--- config.mk ---
export PLATFORM = sky130hd
export DESIGN_NAME = pmem_ctrl
export DESIGN_NICKNAME = d
export VERILOG_FILES = /design/src/rtl/pmem_ctrl_pkg.sv /design/src/rtl/pmem_pages.sv /design/src/rtl/pmem_ctrl.sv
export SDC_FILE = /design/constraint.sdc
export NUM_CORES = 1
export LEC_CHECK = 0
export BUFFER_PORTS_ARGS = -buffer_cell sky130_fd_sc_hd__clkbuf_2
export CELL_PAD_IN_SITES_DETAIL_PLACEMENT = 1
export CELL_PAD_IN_SITES_GLOBAL_PLACEMENT = 1
export CORE_ASPECT_RATIO = 0.9
export CORE_UTILIZATION = 40
export CTS_CLUSTER_DIAMETER = 120
export DETAILED_ROUTE_END_ITERATION = 8
export PLACE_DENSITY = 0.69
export SLEW_MARGIN = 20
export SYNTH_ARGS = -nofsm -noshare
export SYNTH_HDL_FRONTEND = slang
export SYNTH_SLANG_ARGS = --single-unit
--- constraint.sdc ---
create_clock -name clk -period 3.6 [get_ports clk]
set_clock_uncertainty 0.2 [all_clocks]
set_input_delay 0.54 -clock clk [delete_from_list [all_inputs] [get_ports clk]]
set_output_delay 0.54 -clock clk [all_outputs]
set_load 0.02 [all_outputs]
--- src/rtl/pmem_ctrl_pkg.sv ---
// Package for the program-memory controller.
// Holds the controller state encoding, default geometry and a helper that
// derives the page-index width from the page count.
package pmem_ctrl_pkg;

    // Controller states as seen by the core.
    typedef enum logic [2:0] {
        ST_IDLE    = 3'd0,
        ST_HOLD    = 3'd1,
        ST_RESTART = 3'd2,
        ST_RUN     = 3'd3,
        ST_HALT    = 3'd4,
        ST_TIMEOUT = 3'd5
    } state_t;

    localparam int DEF_PC_LEN    = 4;
    localparam int DEF_INSTR_LEN = 8;
    localparam int DEPTH         = 2 ** DEF_PC_LEN;

    // Width of a page index; never narrower than one bit.
    function automatic int page_w(input int pages);
        return (pages > 1) ? $clog2(pages) : 1;
    endfunction

endpackage

--- src/rtl/pmem_pages.sv ---
// Page storage: PAGES pages of 2**PC_LEN instruction words.
// Ports: clk; write port (we, wr_page, wr_addr, wr_data) sampled on posedge;
//        asynchronous read port (rd_page, rd_addr) -> rd_data.
// Contents are deliberately not reset.
module pmem_pages
    import pmem_ctrl_pkg::*;
#(
    parameter int PC_LEN    = DEF_PC_LEN,
    parameter int INSTR_LEN = DEF_INSTR_LEN,
    parameter int PAGES     = 4
) (
    input  logic                       clk,
    input  logic                       we,
    input  logic [page_w(PAGES)-1:0]   wr_page,
    input  logic [PC_LEN-1:0]          wr_addr,
    input  logic [INSTR_LEN-1:0]       wr_data,
    input  logic [page_w(PAGES)-1:0]   rd_page,
    input  logic [PC_LEN-1:0]          rd_addr,
    output logic [INSTR_LEN-1:0]       rd_data
);

    logic [INSTR_LEN-1:0] mem_r [PAGES][2**PC_LEN];

    // Synchronous write port.
    always_ff @(posedge clk) begin
        if (we) begin
            mem_r[wr_page][wr_addr] <= wr_data;
        end
    end

    assign rd_data = mem_r[rd_page][rd_addr];

endmodule

--- src/rtl/pmem_ctrl.sv ---
// Program-memory controller: loads pages over a valid/ready stream, feeds the
// core from the active page and sequences core reset/run with page switching,
// halt-loop detection and a run-cycle watchdog.
// Ports: clk/rst; load stream ld_*; select stream sel_* with sel_err pulse;
//        core side core_pc/core_instr/core_rstn; status active_page, halted, timeout.
module pmem_ctrl
    import pmem_ctrl_pkg::*;
#(
    parameter int PC_LEN      = DEF_PC_LEN,
    parameter int INSTR_LEN   = DEF_INSTR_LEN,
    parameter int PAGES       = 4,
    parameter int RESTART_CYC = 4,
    parameter int MAX_CYCLES  = 10000
) (
    input  logic                      clk,
    input  logic                      rst,
    input  logic                      ld_valid,
    output logic                      ld_ready,
    input  logic [page_w(PAGES)-1:0]  ld_page,
    input  logic [INSTR_LEN-1:0]      ld_data,
    input  logic                      ld_last,
    input  logic                      sel_valid,
    output logic                      sel_ready,
    input  logic [page_w(PAGES)-1:0]  sel_page,
    output logic                      sel_err,
    input  logic [PC_LEN-1:0]         core_pc,
    output logic [INSTR_LEN-1:0]      core_instr,
    output logic                      core_rstn,
    output logic [page_w(PAGES)-1:0]  active_page,
    output logic                      halted,
    output logic                      timeout
);

    localparam int PAGE_W = page_w(PAGES);
    localparam int RC_W   = $clog2(RESTART_CYC + 1);

    state_t              state_r, next_state_s;
    logic                busy_r;
    logic [PAGE_W-1:0]   ld_page_r;
    logic [PC_LEN-1:0]   addr_r;
    logic [PAGES-1:0]    page_valid_r;
    logic [PAGE_W-1:0]   active_page_r;
    logic [RC_W-1:0]     rst_cnt_r;
    logic [31:0]         cyc_r;
    logic [PC_LEN-1:0]   prev_pc_r;
    logic                prev_ok_r;
    logic                core_rstn_r, halted_r, timeout_r, sel_err_r;

    logic [PAGE_W-1:0]   wr_page_s;
    logic                first_beat_s, sel_ready_s, sel_fire_s, sel_ok_s;
    logic                act_first_s, act_last_s, restart_s;

    // The page of an in-flight load is taken from the first beat only.
    assign wr_page_s    = busy_r ? ld_page_r : ld_page;
    assign first_beat_s = ld_valid && !busy_r;
    // A select may not race a load onto the same page; the load wins.
    assign sel_ready_s  = !((busy_r && (ld_page_r == sel_page)) ||
                            (first_beat_s && (ld_page == sel_page)));
    assign sel_fire_s   = sel_valid && sel_ready_s;
    assign sel_ok_s     = sel_fire_s && page_valid_r[sel_page];
    assign act_first_s  = first_beat_s && (ld_page == active_page_r);
    assign act_last_s   = ld_valid && ld_last && (wr_page_s == active_page_r);
    assign restart_s    = sel_ok_s || act_last_s;

    pmem_pages #(
        .PC_LEN    (PC_LEN),
        .INSTR_LEN (INSTR_LEN),
        .PAGES     (PAGES)
    ) u_pages (
        .clk     (clk),
        .we      (ld_valid),
        .wr_page (wr_page_s),
        .wr_addr (addr_r),
        .wr_data (ld_data),
        .rd_page (active_page_r),
        .rd_addr (core_pc),
        .rd_data (core_instr)
    );

    // Next-state selection: restart triggers beat active-page holds, which beat per-state flow.
    always_comb begin
        next_state_s = state_r;
        if (restart_s) begin
            next_state_s = ST_RESTART;
        end else if (act_first_s) begin
            next_state_s = ST_HOLD;
        end else begin
            case (state_r)
                ST_RESTART: begin
                    if (rst_cnt_r == RC_W'(RESTART_CYC - 1)) begin
                        next_state_s = ST_RUN;
                    end else begin
                        next_state_s = ST_RESTART;
                    end
                end
                ST_RUN: begin
                    if (prev_ok_r && (core_pc == prev_pc_r)) begin
                        next_state_s = ST_HALT;
                    end else if (cyc_r == 32'(MAX_CYCLES - 1)) begin
                        next_state_s = ST_TIMEOUT;
                    end else begin
                        next_state_s = ST_RUN;
                    end
                end
                default: next_state_s = state_r;
            endcase
        end
    end

    // Load stream bookkeeping: address counter, busy flag and loaded-page map.
    always_ff @(posedge clk or posedge rst) begin
        if (rst) begin
            busy_r       <= 1'b0;
            ld_page_r    <= '0;
            addr_r       <= '0;
            page_valid_r <= '0;
        end else if (ld_valid) begin
            if (first_beat_s) begin
                ld_page_r <= ld_page;
            end
            if (ld_last) begin
                busy_r                  <= 1'b0;
                addr_r                  <= '0;
                page_valid_r[wr_page_s] <= 1'b1;
            end else begin
                busy_r <= 1'b1;
                addr_r <= addr_r + 1'b1;
            end
        end
    end

    // Controller FSM with registered core-facing outputs derived from the next state.
    always_ff @(posedge clk or posedge rst) begin
        if (rst) begin
            state_r       <= ST_IDLE;
            active_page_r <= '0;
            rst_cnt_r     <= '0;
            cyc_r         <= 32'd0;
            prev_pc_r     <= '0;
            prev_ok_r     <= 1'b0;
            core_rstn_r   <= 1'b0;
            halted_r      <= 1'b0;
            timeout_r     <= 1'b0;
            sel_err_r     <= 1'b0;
        end else begin
            state_r     <= next_state_s;
            prev_pc_r   <= core_pc;
            core_rstn_r <= (next_state_s == ST_RUN) || (next_state_s == ST_HALT);
            sel_err_r   <= sel_fire_s && !page_valid_r[sel_page];
            if (sel_ok_s) begin
                active_page_r <= sel_page;
            end
            if (restart_s) begin
                rst_cnt_r <= '0;
                cyc_r     <= 32'd0;
                prev_ok_r <= 1'b0;
                halted_r  <= 1'b0;
                timeout_r <= 1'b0;
            end else begin
                if (state_r == ST_RESTART) begin
                    rst_cnt_r <= rst_cnt_r + 1'b1;
                end
                if (state_r == ST_RUN) begin
                    cyc_r     <= cyc_r + 32'd1;
                    prev_ok_r <= 1'b1;
                end
                if (next_state_s == ST_HALT) begin
                    halted_r <= 1'b1;
                end
                if (next_state_s == ST_TIMEOUT) begin
                    timeout_r <= 1'b1;
                end
            end
        end
    end

    assign ld_ready    = 1'b1;
    assign sel_ready   = sel_ready_s;
    assign sel_err     = sel_err_r;
    assign core_rstn   = core_rstn_r;
    assign active_page = active_page_r;
    assign halted      = halted_r;
    assign timeout     = timeout_r;

endmodule
== Word level (Yosys, flattened, before mapping) ==
Memories as Yosys holds them, arrays and structs flattened.
Index checks and enable logic that the tools add are counted.
W data, S select, Z words.
Word-level totals
  bits in registers: 60
  bits in writable memories: 512
  input port bits: 21
  logic and storage cells: 93
  memories kept: 1
Memory list
  u_pages.mem_r: depth 4, bits a word 128, read ports 1, clocked after memory_dff 0, wr ports 1, line pmem_pages.sv:22  | logic [INSTR_LEN-1:0] mem_r [PAGES][2**PC_LEN];
Cells by class
  add/sub/neg operators: 3
  $lt $le $gt $ge: 6
  equal/unequal tests: 12
  multiplexer cells: 30
  bitwise gates (word level): 3
  reduce and logical (&&, ||, !) cells: 24
Operator list (number)
  $mux W128: 1
  $mux W32: 2
  $add A32 B1 Y32 const B: 1
  $bmux W8 S4: 1
  $demux W8 S4: 1
  $eq A32 B14 Y1 const B: 1
  $mux W8: 3
  $mux W3: 6
  $eq A3 B2 Y1 const B: 4
  $logic_and A1 B1 Y1: 12
  $mux W1: 11
  $ge A5 B5 Y1 const B: 2
  $not A4 Y5: 2
  $eq A2 B2 Y1: 4
  $reduce_bool A2 Y1: 4
  $eq A3 B3 Y1 const B: 2
  $lt A2 B3 Y1 const B: 2
  $pmux W3 S2: 1
  $lt A5 B1 Y1 const B: 1
  $add A4 B1 Y4 const B: 1
  $eq A4 B4 Y1: 1
  $mux W4: 1
  $or A4 B4 Y4: 1
  $reduce_and A2 Y1: 2
  other kinds (7): 11

== Logic depth before layout (Yosys ltp) ==
Gate-level depths: netlist of run 1.
  depth in word-level cells: 12
  mapped depth: 9
  mapped depth without buffers: 6

== By module ==
A second synthesis of run 1 with hierarchy kept.
Unflattened totals
  cell total of the unflattened synthesis: 1306
  area total of the unflattened synthesis: 23204.8 µm²
Modules (own cells, without submodules)
  pmem_pages: instances 1, cells an instance 994, area each 20140.6 µm², sequential area each 15374.7 µm²
  pmem_ctrl: instances 1, cells an instance 312, area each 3064.2 µm², sequential area each 1501.4 µm²

== Least setup slack after synthesis of run 1 ==
Ideal clock, no wire load.
  kind: reg-to-output
  start point: reg active_page_r[0] (netlist: active_page[0])
  end point: out core_instr[4]
  arrival time: 2.593 ns
  path slack: 0.267 ns
  cell stages (with the launch flop): 9
  buffers on the path: 4
  cells stage by stage: dfrtp_1 > buf_2 > buf_4 > buf_4 > buf_4 > nor2_1 > a2111oi_0 > a211oi_1 > nor4b_1
Between the ends
  longest elaborated chain between the ends: 4
Ends and longest elaborated chain
  start: declaration: line pmem_ctrl.sv:42  | logic [PAGE_W-1:0] active_page_r;
  start signal: assignment: line pmem_ctrl.sv:151  | active_page_r <= sel_page;
  $mem_v2 Z4 W128
  $bmux W8 S4: line pmem_pages.sv:31  | assign rd_data = mem_r[rd_page][rd_addr];
  $mux W8 (not written as such) (2 in series): line pmem_pages.sv:31
  end: declaration: line pmem_ctrl.sv:27  | output logic [INSTR_LEN-1:0] core_instr,
Every way passes these cells. The select of a mux whose other input is x is not followed.

== Final worst setup path of run 1 ==
  start point: reg active_page_r[1] (netlist: active_page[1])
  end point: out core_instr[2]
Same word-level chain as after synthesis.

==> metrics.md, run 1 <==
| Metric | Value |
|---|---|
| Max Cap Viol | `0` |
| Cell variety after synth | `58` |
| Antenna Cells | `0` |
| CP Data Required Time | `2.86 ns` |
| Crit path max-delay family | `compound AO/OA/AOI/OAI gates` |
| Synth Flop Type | `edfxtp_1` |
| Chip width | `254.9 µm` |
| Drt pass-1 iters | `5` |
| Top cell type's share of synthesized area | `66.76%` |
| Final worst path period share | `103.0%` |
| Crit. End Element | `output pin` |
| GPL Wtd Cong | `0.8499` |
| Reg clk slew, reported paths | `0.06 ns` |
| Drc violations | `0` |
| Placed Instances | `2,147` |
| Avg Inst Size Synth | `18.08 µm²` |
| RSZ-0062 raised after global routing | `true` |
| ANT nets after route | `0` |
| Final Non-Filler Cells | `2,286` |
| Most used cell along the critical path | `buf_4` |
| GRT Overall Usage | `21.65%` |
| DRT Wirelength | `61,890 µm` |
| Worst-case clock buffer depth | `3` |
| Warnings, synthesis | `0` |
| WP buf/inv | `4` |
| Violated checks | `setup timing` |
| CORE AREA | `57,010 µm²` |
| Compound-Gate Fraction of Synth Area | `3.499%` |
| Adder-cell share of the synthesized area | `0.3803%` |
| Post-synth EDFFs | `512` |
| Most common cell in the netlist | `edfxtp_1` |
| Setup violators final | `8` |
| Top cells by area, synth | `edfxtp_1, mux4_2, dfrtp_1, mux2i_1, nor2_1` |
| Xor-xnor portion of the synthesized cell area | `1.445%` |
| Initial DRC count | `1,170` |
| Register area share after synthesis | `73.28%` |
| Crit path max fanout | `21` |
| Htree depth | `2` |
| Status | `complete, but fails checks` |
| TritonCTS Buffers | `57` |
| Crit path kind | `register to output pin` |
| Vias | `12,920` |
| Reg-to-reg slack, setup | `0.79 ns` |
| Row Count | `83` |
| Syn Nets | `1,302` |
| Largest stage delay on the critical path | `0.52 ns` |
| Metal3 WL | `4204 µm` |
| DR vias/cell | `5.652` |
| Crit path launch type | `register` |
| Largest family of logic cells by synthesized area | `multiplexers` |
| Slowest-stage cell, CP | `a211oi_1` |
| Worst vdd ir | `0.0004924 V` |
| Share of layout cells above drive strength 1 | `32.22%` |
| Mapped Area | `23,030 µm²` |
| Crit path arrival time | `2.97 ns` |
| Seq cells post-synth | `572` |
| Area grow syn2layout | `22.07%` |
| Post-layout min period | `3.709 ns` |
| Synth Area in Simple Gates | `5.949%` |
| Largest net degree at the start of global routing | `49` |
| Die Ht | `229.6 µm` |
| Async SR Flop Fraction | `10.49%` |
| Slew HR | `26.62%` |
| IO Count | `37` |
| GRT overflow | `0` |
| Clock Sinks | `572` |
| Max Fclk | `269.6 MHz` |
| Max-slew violation count | `0` |
| Initial antenna violation count | `1` |
| Leading area contributor after synthesis | `edfxtp_1` |
| Clock Root Buffer | `clkbuf_16` |
| Final core occ | `49.31%` |
| Post-synthesis mux area share | `13.85%` |
| Pleak | `9.585 nW` |
| Hold_ws | `0.05380 ns` |
| Post-route cell area | `28,110 µm²` |
| Hpwl dp | `38,890 µm` |
| First-pass GRT wire length | `91,630 µm` |
| Fin. Hold Viols | `0` |
| CTS tree | `built` |
| Avg WL per Cell | `27.07 µm` |
| Initial Util | `40.39%` |
| Dpl cell area | `25,000 µm²` |
| Met2 wire length | `29,040 µm` |
| Hold crit path type | `primary input to register` |
| WL met1 | `27,230 µm` |
| Most frequent cells after synthesis | `edfxtp_1, nor2_1, mux4_2` |
| Top layer in use | `met5` |
| Die ar. | `58,540 µm²` |
| Power per Cell Area | `589.9 nW/µm²` |
| Final setup margin | `-0.1088 ns` |
| Worst-path cell chain | `buf_4, bufbuf_16, nor2b_1, a211oi_1, a2111oi_4, a211oi_2, nor4b_2, buf_4, buf_6` |
| Vias in the first global route | `13,680` |
| Net count of the finished layout | `1,503` |
| Worst-Margin Slew | `1.101 ns` |
| Post-Synthesis Cells | `1,274` |
| PortBufs | `35` |
| Clock latency on the worst-skew pair | `0.62 ns` |
## worst paths after layout
path	from	to	cells past startpoint
worst max-delay path	active_page[1]$_DFFE_PP0P_	core_instr[2]	9
worst min-delay path	ld_last	addr_r[3]$_DFFE_PP0P_	2
worst max register to register	active_page[1]$_DFFE_PP0P_	cyc_r[26]$_DFFE_PP0P_	8
worst min register to register	page_valid_r[3]$_DFFE_PP0P_	page_valid_r[3]$_DFFE_PP0P_	1
max in group asynchronous	rst	active_page[0]$_DFFE_PP0P_	4
min in group asynchronous	rst	cyc_r[11]$_DFFE_PP0P_	3
## final cells by class
cell class              count  area (µm²)
fillers                  5263       28900
flip-flops and latches    572       16880
multi-input cells         622        6331
repair buffers            204        1954
clock buffers              71        1530
well taps                 765       957.2
clock inverters            34       386.6
inverters                  18       67.56
## per-stage QoR
stage	TNS [ns]	power, mW	setup WS (ns)
2_1_floorplan	0	9.020	0.2675
3_3_place_gp	0	9.886	0.08635
3_5_place_dp	0	9.948	0.09838
4_1_cts	-0.8190	16.55	-0.1360
5_1_grt	-1.230	17.08	-0.1913
6_report	-0.6921	16.58	-0.1088
## cell families (layout without fill, tap and decap cells)
family / Yosys count / in the layout
adder cells (fa/ha/maj): 7 / 7
AO/OA/AOI/OAI: 118 / 118
other: 1 / 1
multiplexers: 180 / 180
buffers and inverters: 80 / 327
XOR/XNOR: 38 / 38
AND/OR/NAND/NOR: 278 / 278
flip-flops: 572 / 572
## what timing repair did
item / 4_1_cts / 5_1_grt
cloned: 6 / 1
pin swaps: 19 / 19
hold buffers: 2 / 0
setup endpoints to repair: 8 / 8
gates resized for setup: 96 / 47
hold endpoints to repair: 31 / 0
setup buffers: 19 / 8
## power breakdown
| group | internal [mW] | switching, mW |
|---|---|---|
| Sequential | 7.35 | 0.0739 |
| Combinational | 1.48 | 1.59 |
| Clock | 3.52 | 2.57 |
## cells in the final DEF (no fill, tap or decap), drive strengths merged, types with 14 or more instances in the layout
master / instances
a21oi: 14
xor2: 16
mux2i: 60
nor2b: 14
clkbuf: 101
nor2: 116
clkinv: 26
nand2: 60
dfrtp: 60
o21ai: 20
inv: 18
a211oi: 14
mux4: 110
xnor2: 22
buf: 168
edfxtp: 512
a22oi: 15
## flip-flops by register name, summed over array words and instances (netlist names)
name           cells
active_page        2
addr_r             4
busy_r             1
core_rstn          1
cyc_r             32
halted             1
ld_page_r          2
page_valid_r       4
prev_ok_r          1
prev_pc_r          4
rst_cnt_r          3
sel_err            1
state_r            3
timeout            1
u_pages.mem_r    512
## per-layer routing
layer | up-vias | global-route usage, %
met1 | 6891 | 31.25
met3 | 90 | 4.455
li1 | 5496 | -
met2 | 442 | 33.26
met4 | 2 | 6.007
met5 | - | 0
Note: power is estimated with default switching activity, not from simulation.
==> run 2: changes to the inputs <==
--- a/config.mk
+++ b/config.mk
@@ -10,6 +10,7 @@
 export CELL_PAD_IN_SITES_GLOBAL_PLACEMENT = 1
 export CORE_ASPECT_RATIO = 0.9
 export CORE_UTILIZATION = 40
+export CTS_BUF_LIST = sky130_fd_sc_hd__clkbuf_16
 export CTS_CLUSTER_DIAMETER = 120
 export DETAILED_ROUTE_END_ITERATION = 8
 export PLACE_DENSITY = 0.69
==> run 2 against run 1 <==
The run still ends with setup timing left. Die area did not move. First-iteration DRC count fell by 13%. Sequential power barely moved. Largest power group unchanged.
==> metrics.md, run 2 (synthesis gave the netlist of run 1 again) <==
| Metric | Value |
|---|---|
| Status | `complete, but fails checks` |
| Violated checks | `setup timing` |
| Row Count | `83 (unchanged)` |
| Hpwl dp | `38,890 µm (unchanged)` |
| Crit path kind | `register to output pin` |
| GPL Wtd Cong | `0.8499 (unchanged)` |
| Final worst path period share | `103.4% (+0.42 points)` |
| Clock Root Buffer | `clkbuf_16` |
| Pleak | `9.518 nW (-0.69%)` |
| Crit. End Element | `output pin` |
| Max FFs per register | `512 (unchanged)` |
| Htree depth | `2 (unchanged)` |
| Net count of the finished layout | `1,498 (-0.33%)` |
| CP Data Required Time | `2.86 ns (about the same)` |
| Largest net degree at the start of global routing | `49 (unchanged)` |
| Hold crit path type | `primary input to register` |
| Die ar. | `58,540 µm² (unchanged)` |
| Initial antenna violation count | `2 (+1)` |
| Clock Sinks | `572 (unchanged)` |
| Dpl cell area | `25,000 µm² (unchanged)` |
| Post-route cell area | `27,890 µm² (-0.78%)` |
| Die Ht | `229.6 µm (unchanged)` |
| Final Non-Filler Cells | `2,281 (-0.22%)` |
| PortBufs | `35 (unchanged)` |
| Power per Cell Area | `586.4 nW/µm² (-0.58%)` |
| CTS tree | `built` |
| Crit path max fanout | `21 (unchanged)` |
| Fin. Hold Viols | `0 (unchanged)` |
| Initial Util | `40.39% (unchanged)` |
| Worst-path cell chain | `buf_4, bufbuf_16, mux2i_1, a221oi_2, a221oi_4, nor4b_2, a21o_1, clkbuf_2` |
| Slew HR | `27.63% (+1.0 points)` |
| TritonCTS Buffers | `57 (unchanged)` |
| Crit path arrival time | `2.98 ns (about the same)` |
| Drc violations | `0 (unchanged)` |
| Drt pass-1 iters | `7 (+2)` |
| Most frequent cells in the layout | `edfxtp_1, buf_4, nor2_1` |
| Setup violators final | `8 (unchanged)` |
| Largest stage delay on the critical path | `0.50 ns (-0.02 ns)` |
| Slowest-stage cell, CP | `dfrtp_4` |
| CORE AREA | `57,010 µm² (unchanged)` |
| Final setup margin | `-0.1238 ns (-0.01495 ns)` |
| Setup TNS | `-0.8020 ns (-0.1099 ns)` |
| Max-slew violation count | `0 (unchanged)` |
| Avg WL per Cell | `26.98 µm (-0.34%)` |
| First-pass GRT wire length | `90,980 µm (-0.70%)` |
| Register name with the most flops | `u_pages.mem_r` |
| Reg clk slew, reported paths | `0.06 ns (about the same)` |
| GRT Overall Usage | `21.47% (-0.17 points)` |
| Area grow syn2layout | `21.12%` |
| Crit path launch type | `register` |
| Chip width | `254.9 µm (unchanged)` |
| Final core occ | `48.92% (-0.38 points)` |
| Worst vdd ir | `0.0004668 V (-5.2%)` |
| Antenna Cells | `0 (unchanged)` |
| Clock latency on the worst-skew pair | `0.62 ns (about the same)` |
| Share of layout cells above drive strength 1 | `31.40% (-0.82 points)` |
| Placed Instances | `2,147 (unchanged)` |
| DRT Wirelength | `61,540 µm (-0.56%)` |
| Worst-case clock buffer depth | `3 (unchanged)` |
| Vias in the first global route | `13,680 (+0.0073%)` |
| Most common cell after layout, fill and taps aside | `edfxtp_1` |
| IO Count | `37 (unchanged)` |
| ANT nets after route | `0 (unchanged)` |
| Worst-Margin Slew | `1.085 ns (-0.01523 ns)` |
| Max Fclk | `268.5 MHz (-0.40%)` |
| GRT overflow | `0 (unchanged)` |
| Vias | `12,850 (-0.53%)` |
| Max Cap Viol | `0 (unchanged)` |
| Largest registers | `u_pages.mem_r x512, cyc_r x32` |
| Initial DRC count | `1,019 (-13%)` |
| DR vias/cell | `5.634 (-0.32%)` |
| Post-layout min period | `3.724 ns (+0.01495 ns)` |
| RSZ-0062 raised after global routing | `true` |
run 2: cell types whose count changed in the layout (fill, tap and decap cells not counted), sizes merged:
cell and delta:
buf -4, inv +10, clkinv +3, bufbuf -2, clkbuf -12
run 2: worst paths after layout:
kind                                                  start                     endpoint  slack [ns]  depth (start not counted)
worst max-delay path             active_page[1]$_DFFE_PP0P_                core_instr[7]       -0.12                          8
worst max register to register   active_page[1]$_DFFE_PP0P_        cyc_r[26]$_DFFE_PP0P_        0.76                          8
max in group asynchronous                               rst   active_page[0]$_DFFE_PP0P_        2.11                          4
worst min register to register  page_valid_r[3]$_DFFE_PP0P_  page_valid_r[3]$_DFFE_PP0P_        0.28                          1
worst min-delay path                                ld_last        addr_r[3]$_DFFE_PP0P_        0.06                          2
min in group asynchronous                               rst        cyc_r[11]$_DFFE_PP0P_        0.38                          3
run 2: timing repair:
action                                  in CTS  in global routing
endpoints found under the setup margin       8                  8
setup buffers                               15                 10
pin swaps                                    9                 22
hold buffers                                 2                  0
resized for setup                           82                 47
cloned                                       3                  2
endpoints found under the hold margin       31                  0
run 2: final cells by class:
type | instances | area [µm²]
Clock buffer | 58 | 1451
Multi-Input combinational cell | 622 | 6296
Fill cell | 5285 | 29120
Clock inverter | 47 | 435.4
Inverter | 18 | 67.56
Tap cell | 765 | 957.2
Timing Repair Buffer | 199 | 1800
Sequential cell | 572 | 16880
run 2: routing by layer:
layer  up-vias  global-route usage (%)  part of all wire, %
li1       5483                       -                    -
met1      6879                   30.70                   44
met2       391                   33.07                   47
met3        95                   4.716                  6.6
met4         4                   6.025                  2.3
met5         -                       0                0.029
run 2: power by group:
part / internal, mW / leakage [nW] / switching [mW]
sequential: 7.35 / 5.39 / 0.0754
combinational: 1.38 / 3.16 / 1.56
clock: 3.43 / 0.967 / 2.56
run 2: through the flow:
step	power (mW)	hold WS [ns]	setup slack, ns
2_1_floorplan	9.020	0.2377	0.2675
3_5_place_dp	9.948	0.2627	0.09838
4_1_cts	16.31	0.007668	-0.1399
5_1_grt	16.86	0.03688	-0.1986
6_report	16.36	0.06370	-0.1238
3_3_place_gp	9.886	0.2552	0.08635
run 2: critical path, delay by kind of cell, from the launching register on:
| family | cells | cell delay [ns] |
|---|---|---|
| AO/OA/AOI/OAI | 3 | 0.66 |
| buffers and inverters | 3 | 0.70 |
| flip-flops | 1 | 0.50 |
| multiplexers | 1 | 0.19 |
| AND/OR/NAND/NOR | 1 | 0.29 |
